===== config.mk =====
export PLATFORM = sky130hd
export DESIGN_NAME = ram_bank_controller
export DESIGN_NICKNAME = d
export VERILOG_FILES = /design/src/rtl/ram_bank_controller.sv
export SDC_FILE = /design/constraint.sdc
export NUM_CORES = 1
export LEC_CHECK = 0
export ABC_AREA = 1
export ABC_CLOCK_PERIOD_IN_PS = 2000
export BUFFER_PORTS_ARGS = -buffer_cell sky130_fd_sc_hd__buf_2
export CORE_MARGIN = 4
export CORE_UTILIZATION = 42
export CTS_CLUSTER_DIAMETER = 50
export DETAILED_ROUTE_END_ITERATION = 7
export PLACE_DENSITY_LB_ADDON = 0.08
export SETUP_SLACK_MARGIN = 0.4
export SYNTH_ARGS = -nofsm -noshare
export SYNTH_HDL_FRONTEND = slang
export SYNTH_SLANG_ARGS = --single-unit

===== constraint.sdc =====
create_clock -name wb_clk_i -period 2 [get_ports wb_clk_i]
set_input_delay 0.4 -clock wb_clk_i [delete_from_list [all_inputs] [get_ports wb_clk_i]]
set_output_delay 0.4 -clock wb_clk_i [all_outputs]
set_load 0.03 [all_outputs]

===== src/rtl/ram_bank_controller.sv =====
// ---------------------------------------------------------------------------
// ram_bank_controller
//
// Maps the window [BASE_ADDR, BASE_ADDR + (NUM_BANKS << BANK_ADDR_W)) of the
// CPU byte address space onto NUM_BANKS byte-interleaved synchronous SRAM
// macros. The macros share address, data and chip-enable lines. Each macro
// has its own active-low global write enable. Consecutive bytes land in
// consecutive banks. After reset (when CLEAR_ON_RESET), or when clear_start
// is pulsed, a zero-fill sequencer writes 0 to every row of every bank.
//
// Ports
//   wb_clk_i     clock, rising edge
//   rst          synchronous reset, active high
//   ram_enabled  global enable; when 0, accesses miss
//   req_valid    request present
//   req_ready    request accepted when req_valid && req_ready
//   req_we       1 = write, 0 = read
//   req_addr     byte address
//   req_wdata    write data
//   clear_start  pulse; starts zero-fill from IDLE
//   busy         zero-fill in progress
//   rsp_valid    read response valid (one cycle after an accepted read)
//   rsp_hit      response address was in window and enabled
//   rsp_rdata    read data; 0 on miss
//   CEN_all      shared chip enable, active low
//   WEN_all      bit-write mask, active low; constant 0
//   A_all        shared row address
//   D_all        shared write data
//   GWEN         per-bank global write enable, active low
//   Q_flat       macro outputs; bank k at [k*DATA_W +: DATA_W]
// ---------------------------------------------------------------------------
module ram_bank_controller #(
  parameter int                NUM_BANKS      = 8,
  parameter int                BANK_ADDR_W    = 9,
  parameter int                DATA_W         = 8,
  parameter int                ADDR_W         = 16,
  parameter logic [ADDR_W-1:0] BASE_ADDR      = '0,
  parameter bit                CLEAR_ON_RESET = 1'b1
) (
  input  logic                        wb_clk_i,
  input  logic                        rst,
  input  logic                        ram_enabled,
  input  logic                        req_valid,
  output logic                        req_ready,
  input  logic                        req_we,
  input  logic [ADDR_W-1:0]           req_addr,
  input  logic [DATA_W-1:0]           req_wdata,
  input  logic                        clear_start,
  output logic                        busy,
  output logic                        rsp_valid,
  output logic                        rsp_hit,
  output logic [DATA_W-1:0]           rsp_rdata,
  output logic                        CEN_all,
  output logic [DATA_W-1:0]           WEN_all,
  output logic [BANK_ADDR_W-1:0]      A_all,
  output logic [DATA_W-1:0]           D_all,
  output logic [NUM_BANKS-1:0]        GWEN,
  input  logic [NUM_BANKS*DATA_W-1:0] Q_flat
);

  localparam int BS   = $clog2(NUM_BANKS);
  localparam int SIZE = NUM_BANKS << BANK_ADDR_W;

  localparam logic [ADDR_W:0]        SIZE_EXT = (ADDR_W + 1)'(SIZE);
  localparam logic [ADDR_W:0]        BASE_EXT = {1'b0, BASE_ADDR};
  localparam logic [BANK_ADDR_W-1:0] CLR_LAST = '1;

  typedef enum logic {
    S_IDLE,
    S_CLEAR
  } state_t;

  state_t                 r_state;
  state_t                 w_next_state;
  logic [BANK_ADDR_W-1:0] r_clr_cnt;
  logic [BANK_ADDR_W-1:0] w_next_clr_cnt;
  logic                   r_rsp_valid;
  logic                   r_rsp_hit;
  logic [BS-1:0]          r_rsp_bank;

  // Address decode. The offset carries one extra bit so that an address
  // below BASE_ADDR wraps to a large value and cannot alias into the window.
  logic [ADDR_W:0]        w_off;
  logic                   w_in_range;
  logic                   w_hit;
  logic [BS-1:0]          w_bank;
  logic [BANK_ADDR_W-1:0] w_row;
  logic                   w_ready;
  logic                   w_accept;

  assign w_off      = {1'b0, req_addr} - BASE_EXT;
  assign w_in_range = (req_addr >= BASE_ADDR) && (w_off < SIZE_EXT);
  assign w_hit      = w_in_range && ram_enabled;
  assign w_bank     = w_off[BS-1:0];
  assign w_row      = w_off[BS+BANK_ADDR_W-1:BS];

  // NOTE: state registers use non-blocking assignments, so every flop in this
  // block samples pre-edge values regardless of statement order.
  always_ff @(posedge wb_clk_i) begin
    if (rst) begin
      r_state     <= CLEAR_ON_RESET ? S_CLEAR : S_IDLE;
      r_clr_cnt   <= '0;
      r_rsp_valid <= 1'b0;
      r_rsp_hit   <= 1'b0;
      r_rsp_bank  <= '0;
    end else begin
      r_state     <= w_next_state;
      r_clr_cnt   <= w_next_clr_cnt;
      r_rsp_valid <= w_accept && !req_we;
      // rsp_hit is only asserted alongside rsp_valid.
      r_rsp_hit   <= w_accept && !req_we && w_hit;
      if (w_accept && !req_we) begin
        r_rsp_bank <= w_bank;
      end
    end
  end

  // NOTE: every output of this block gets a default first, so no path can
  // leave a value unassigned and infer a latch.
  always_comb begin
    w_next_state   = r_state;
    w_next_clr_cnt = r_clr_cnt;
    w_ready        = 1'b0;
    w_accept       = 1'b0;
    busy           = 1'b0;
    CEN_all        = 1'b1;
    GWEN           = '1;
    A_all          = '0;
    D_all          = '0;
    // While rst is high the macros stay deselected and no request is taken.
    if (!rst) begin
      unique case (r_state)
        S_CLEAR: begin
          busy           = 1'b1;
          CEN_all        = 1'b0;
          GWEN           = '0;
          A_all          = r_clr_cnt;
          w_next_clr_cnt = r_clr_cnt + 1'b1;
          if (r_clr_cnt == CLR_LAST) begin
            w_next_state   = S_IDLE;
            w_next_clr_cnt = '0;
          end
        end
        S_IDLE: begin
          // A clear request wins over a request arriving in the same cycle.
          w_ready  = !clear_start;
          w_accept = req_valid && w_ready;
          if (clear_start) begin
            w_next_state   = S_CLEAR;
            w_next_clr_cnt = '0;
          end else if (w_accept) begin
            A_all        = w_row;
            D_all        = req_wdata;
            CEN_all      = !w_hit;
            GWEN[w_bank] = !(w_hit && req_we);
          end
        end
        default: ;
      endcase
    end
  end

  assign req_ready = w_ready;
  assign WEN_all   = '0;
  assign rsp_valid = r_rsp_valid;
  assign rsp_hit   = r_rsp_hit;
  // The macros present read data in the cycle after the access, so the bank
  // select is registered and the data mux is combinational.
  assign rsp_rdata = r_rsp_hit ? Q_flat[int'(r_rsp_bank)*DATA_W +: DATA_W]
                               : '0;

endmodule


==> results.toml, run 1 <==
[setup_path]
path_cells = "buf_8, nand2_1, nand3_1, nand2_1, nor2_1, nor2_2, buf_4"
cp_data_required_time_ns = 1.60
cp_slowest_cell = "dfxtp_4"
crit_buf_inv = 2
setup.worst_path.class = "register to output pin"
startpoint_type = "register"
crit_family = "simple AND/OR/NAND/NOR gates"
critical_path_arrival_ns = 1.39
slowest_delay_ns = 0.39
ff2ff_setup_slack_ns = 0.36
crit_top_cell = "nand2_1"
cp_max_fo = 12
endpoint_kind = "output pin"

[cts]
cts_htree_levels = 1
cts.sinks = 15
clk_latency_ns = 0.26
root_buffer = "clkbuf_8"
cts.clk_slew.worst_paths_ns = 0.07
cts_made_buffers = 3
cts_buffer_depth = 2
cts_tree = "built"

[synthesis]
syn_inst = 402
async_reset_ff_frac = 0
synth_enable_flop_cells = 0
yosys_warnings = 0
ys.flop_type = "dfxtp_1"
yosysUniqueCellTypes = 24
syn_area_um2 = 2020
avgSynthCellArea_um2 = 5.03
yosysSeqAreaShare = 0.149
synth-seq-cells = 15

[timing]
setup_violations = 0
hold_slack_ns = 0.433
finalHoldViolCount = 0
rsz0062_at_grt = "true"
drv_slew = 0
post-route-min-period_ns = 1.79
period_share = 0.895
setup_tns_ns = 0
fin_worst_skew_ns = 0.00316
clock.fmax_mhz = 559

[floorplan]
io_pins = 140
initial_core_util = 0.449
die_h_um = 77.4
die_area_um2 = 5980
die_w_um = 77.4
num_rows = 24
core_region_area_um2 = 4500

[routing]
drc = 0
wl_per_cell_um = 15.3
drtPass1Iterations = 5
wl_um = 9170
ant_nets = 0
drtIter0Drc = 163
viasPerCell = 5.13
vias = 3077

[power_and_ir_drop]
pwr-share-clk = 0.284
p_seq_frac = 0.326
p_sw_frac = 0.370
power_density_nw_per_um2 = 266
power.leakage_nw = 1.97
p_comb_frac = 0.390
p_int_w = 0.000594
peakVddDrop_mv = 0.308
p_sw_w = 0.000348

[finish]
n_antenna_cell = 0
area_delta_synth_final_pct = 75.2
finalNetCount = 645
fin_util = 0.786
drive_above_1_share = 0.469
finish.instance_area_um2 = 3540

[placement]
dpl_cell_area_um2 = 2690
hpwlAfterDp_um = 4890
port_buffers = 131
routabilityCongestion = 0.851

[global_routing]
grt_pass1_vias = 2731
grt_remaining_overflow = 0
grt_max_degree = 34
grt_usage = 0.245
grt_pass1_wl_um = 12200
grt_antenna_before_repair = 0

[job]
maxCapViolations = 0

[outcome]
status = "finished, final reports clean"

[worst_hold_path]
holdCritPathClass = "input port to register"
worst reg2reg max path: cells and delay by family, from the launching register on:
family / cells / cell delay, ns
adders and majority gates: 1 / 0.20
and+or+nand+nor: 8 / 0.76
AOI/OAI and AO/OA: 1 / 0.10
DFF: 1 / 0.45
routing by layer:
| metal | GRT usage | up-vias | share of wire | wire [um] |
|---|---|---|---|---|
| met5 | 0 | - | 0 | 0 |
| met4 | 0.105 | 0 | 0.049 | 445 |
| met3 | 0.0324 | 55 | 0.095 | 870 |
| met2 | 0.465 | 220 | 0.50 | 4630 |
| met1 | 0.272 | 1338 | 0.35 | 3230 |
| li1 | - | 1464 | - | - |
power by group through the flow:
stage          registers, W  clock network (W)  logic, W
2_1_floorplan      0.000315                  0  0.000164
3_3_place_gp       0.000316                  0  0.000274
3_5_place_dp       0.000317                  0  0.000274
4_1_cts            0.000309           0.000256  0.000316
5_1_grt            0.000308           0.000272  0.000401
6_report           0.000307           0.000267  0.000367
through the flow:
stage               setup WS (ns)  instances  power (W)
finish                      0.211        600   0.000942
CTS                         0.226        592   0.000881
global route                0.106        600   0.000981
detailed placement          0.175        573   0.000590
floorplan                   0.218        409   0.000480
global placement            0.211        573   0.000590
final cells by class:
class	instances	area, um2
clock buffers	3	41.3
fillers	328	963
well taps	52	65.1
flip-flops and latches	15	318
repair inverters	1	8.76
clock inverters	1	5.00
inverters	98	403
repair buffers	159	1110
multi-input cells	271	1590
flip-flops by register name (all words and copies together), names as in the netlist:
register / cells
rsp_hit: 1
r_state: 1
r_rsp_bank: 3
rsp_valid: 1
r_clr_cnt: 9
cell families after synthesis:
family	share of synthesized area
AOI/OAI and AO/OA	0.0594
adders and majority gates	0.0124
DFF	0.149
other	0.00186
and+or+nand+nor	0.494
buffers and inverters	0.280
xor gates and xnor gates	0.00434
final timing paths:
path,cells after the start,to,from
hold / removal,4,rsp_hit,req_addr[15]
setup reg to reg,10,r_clr_cnt[4],r_clr_cnt[3]
setup / recovery,7,rsp_rdata[7],r_rsp_bank[0]
hold reg to reg,2,r_clr_cnt[7],r_clr_cnt[7]
what timing repair did:
| action | in CTS | in global routing |
|---|---|---|
| setup endpoints to repair | 41 | 45 |
| hold buffers | 0 | 0 |
| pin swaps | 13 | 24 |
| cloned | 1 | 0 |
| gates resized for setup | 128 | 62 |
| buffers inserted | 14 | 8 |
synth_stat cells (2+ instances only):
master,n,share of area
a21oi_1,2,0.0050
buf_2,6,0.015
buf_4,13,0.048
buf_6,5,0.028
dfxtp_1,15,0.15
ha_1,2,0.012
inv_1,93,0.17
inv_2,2,0.0037
inv_4,2,0.0062
nand2_1,107,0.20
nand2_2,2,0.0062
nand3_1,65,0.16
nor2_1,59,0.11
o21ai_0,19,0.047
placed cells by master, fill, tap and decap left out, drive strengths merged:
| cell type | instances |
|---|---|
| o21ai | 19 |
| xnor2 | 1 |
| buf | 159 |
| ha | 2 |
| clkbuf | 3 |
| dfxtp | 15 |
| conb | 8 |
| a21oi | 3 |
| nor2 | 61 |
| nand2 | 109 |
| nand3 | 65 |
| o22ai | 1 |
| clkinv | 3 |
| inv | 97 |
| nand4 | 2 |
Power figures use the tool's default switching activity.
==> inputs of run 2 (changes only) <==
--- a/config.mk
+++ b/config.mk
@@ -12,7 +12,7 @@
 export CORE_UTILIZATION = 42
 export CTS_CLUSTER_DIAMETER = 50
 export DETAILED_ROUTE_END_ITERATION = 7
-export PLACE_DENSITY_LB_ADDON = 0.08
+export PLACE_DENSITY_LB_ADDON = 0.3
 export SETUP_SLACK_MARGIN = 0.4
 export SYNTH_ARGS = -nofsm -noshare
 export SYNTH_HDL_FRONTEND = slang
==> run 2 against run 1 <==
Against the previous run: design area up 1.2%; via count up 4.4%; register-to-register slack about the same; cell count up 0.50%; global-route usage down 0.29 points; setup slack worse by 0.055 ns; sequential power up 1%; non-clock buffer count up 2; clock power about the same; critical path depth unchanged.
==> results.toml, run 2 (same netlist as run 1, synthesis figures left out) <==
[floorplan]
io_pins = 140
die_w_um = 77.4
die_h_um = 77.4
core_region_area_um2 = 4500
num_rows = 24
initial_core_util = 0.449
die_area_um2 = 5980

[finish]
final_common_cell = "nand2_1"
drive_above_1_share = 0.472
n_antenna_cell = 0
top_register = "r_clr_cnt"
finalNetCount = 648
largest_register_ffs = 9
n_fill_cell = 302
final_cell_mix = "nand2_1, buf_2, inv_1"
area_delta_synth_final_pct = 77.4
largestRegisters = "r_clr_cnt (9), r_rsp_bank (3)"

[timing]
fin_worst_skew_ns = 0.00361
finalHoldViolCount = 0
period_share = 0.922
rsz0062_at_grt = "true"
post-route-min-period_ns = 1.84
drv_slew = 0
clock.fmax_mhz = 542
setup_violations = 0
setup_tns_ns = 0
hold_slack_ns = 0.448

[setup_path]
cp_max_fo = 10
worstSetupEndpoint = "rsp_rdata[1]"
ff2ff_setup_slack_ns = 0.35
cp-startpoint = "r_rsp_bank[0]"
r2r-end = "r_clr_cnt[7]"
endpoint_kind = "output pin"
startpoint_type = "register"
cp_data_required_time_ns = 1.60
critical_path_arrival_ns = 1.44
rr_worst_depth = 11
reg2reg_from = "r_clr_cnt[1]"
setup.worst_path.class = "register to output pin"

[outcome]
status = "finished, final reports clean"

[cts]
cts_tree = "built"
clk_latency_ns = 0.26
ctsHoldBuffers = 0
cts.clk_slew.worst_paths_ns = 0.06
cts_buffer_depth = 2
root_buffer = "clkbuf_8"
cts_made_buffers = 3
cts_htree_levels = 1
cts.sinks = 15

[global_routing]
grt_max_degree = 34
grt_pass1_wl_um = 12200
grt_usage = 0.242
grt_use_met2 = 0.449
grt_pass1_vias = 2844
grt_util_met1 = 0.264
busiest_layer = "met2"
grt_remaining_overflow = 0
use_met3 = 0.0544
grt_antenna_before_repair = 0

[routing]
drc = 0
drtIter0Drc = 310
vias = 3211
wl_um = 9920
ant_nets = 0
wl_per_cell_um = 16.4
drtPass1Iterations = 8
viasPerCell = 5.33

[power_and_ir_drop]
power_density_nw_per_um2 = 266
power.leakage_nw = 1.98
peakVddDrop_mv = 0.373

[placement]
port_buffers = 131
hpwlAfterDp_um = 4950
routabilityCongestion = 0.867

[worst_hold_path]
holdCritPathClass = "input port to register"

[job]
maxCapViolations = 0
run 2: cell count changes in the layout (fill, tap and decap cells not counted), moves of 2 or more:
| cell | delta |
|---|---|
| o21ai_1 | -2 |
| nor2_4 | -2 |
| buf_6 | +3 |
| nand3_4 | +3 |
| dfxtp_4 | -2 |
| nand3_2 | -4 |
| dfxtp_2 | +3 |
| nor2_2 | +3 |
run 2: timing repair:
action,4_1_cts,5_1_grt
pin swaps,13,20
gates resized for setup,119,76
buffers inserted,14,8
gates cloned,2,1
endpoints found under the setup margin,40,46
run 2: power breakdown:
part | total (W) | leakage [nW] | switching, W | internal, W
Clock | 0.000267 | 0.0228 | 0.000125 | 0.000142
Sequential | 0.000311 | 0.124 | 0.00000819 | 0.000303
Combinational | 0.000377 | 1.83 | 0.000221 | 0.000156
Total | 0.000955 | 1.98 | 0.000354 | 0.000601
run 2: area by class of cell:
type,count,area (um2),share of cell area
Multi-Input combinational cell,271,1610,0.450
Timing Repair Buffer,161,1130,0.315
Inverter,98,405,0.113
Sequential cell,15,314,0.0876
Tap cell,52,65.1,0.0182
Clock buffer,4,45.0,0.0126
Timing Repair inverter,2,15.0,0.00419
run 2: through the flow:
step	area [um2]	utilization	std cells	power [W]	setup WS [ns]
after floorplan	2110	-	409	0.000480	0.218
after global routing	3580	0.796	603	0.000979	0.0861
final	3580	0.796	603	0.000955	0.156
after CTS	3210	0.712	594	0.000875	0.259
after global placement	2690	0.598	574	0.000587	0.213
after detailed placement	2690	0.598	574	0.000591	0.148
run 2: how the worst min path moves through the flow:
stage                     depth (start not counted)          from  slack [ns]       endpoint
after floorplan                                   2  r_clr_cnt[7]        0.44   r_clr_cnt[7]
after global placement                            2  r_clr_cnt[7]        0.46   r_clr_cnt[7]
after detailed placement                          2  r_clr_cnt[7]        0.48   r_clr_cnt[7]
after CTS                                         3   req_addr[2]        0.43  r_rsp_bank[2]
after global routing                              4  req_addr[15]        0.48        rsp_hit
final                                             3   req_addr[2]        0.45  r_rsp_bank[2]
run 2: routing by layer:
metal  routed length [um]  vias up
met3                  808       78
met5                    0        -
met4                  747        0
met2                 5130      239
met1                 3240     1414
li1                     -     1480
run 2: critical path: stages, from the launching register on:
cell	delay [ns]
dfxtp_4	0.40
buf_6	0.15
nand2_1	0.07
nand3_1	0.11
nand2_1	0.08
nor2_1	0.16
nor2_2	0.07
buf_6	0.14
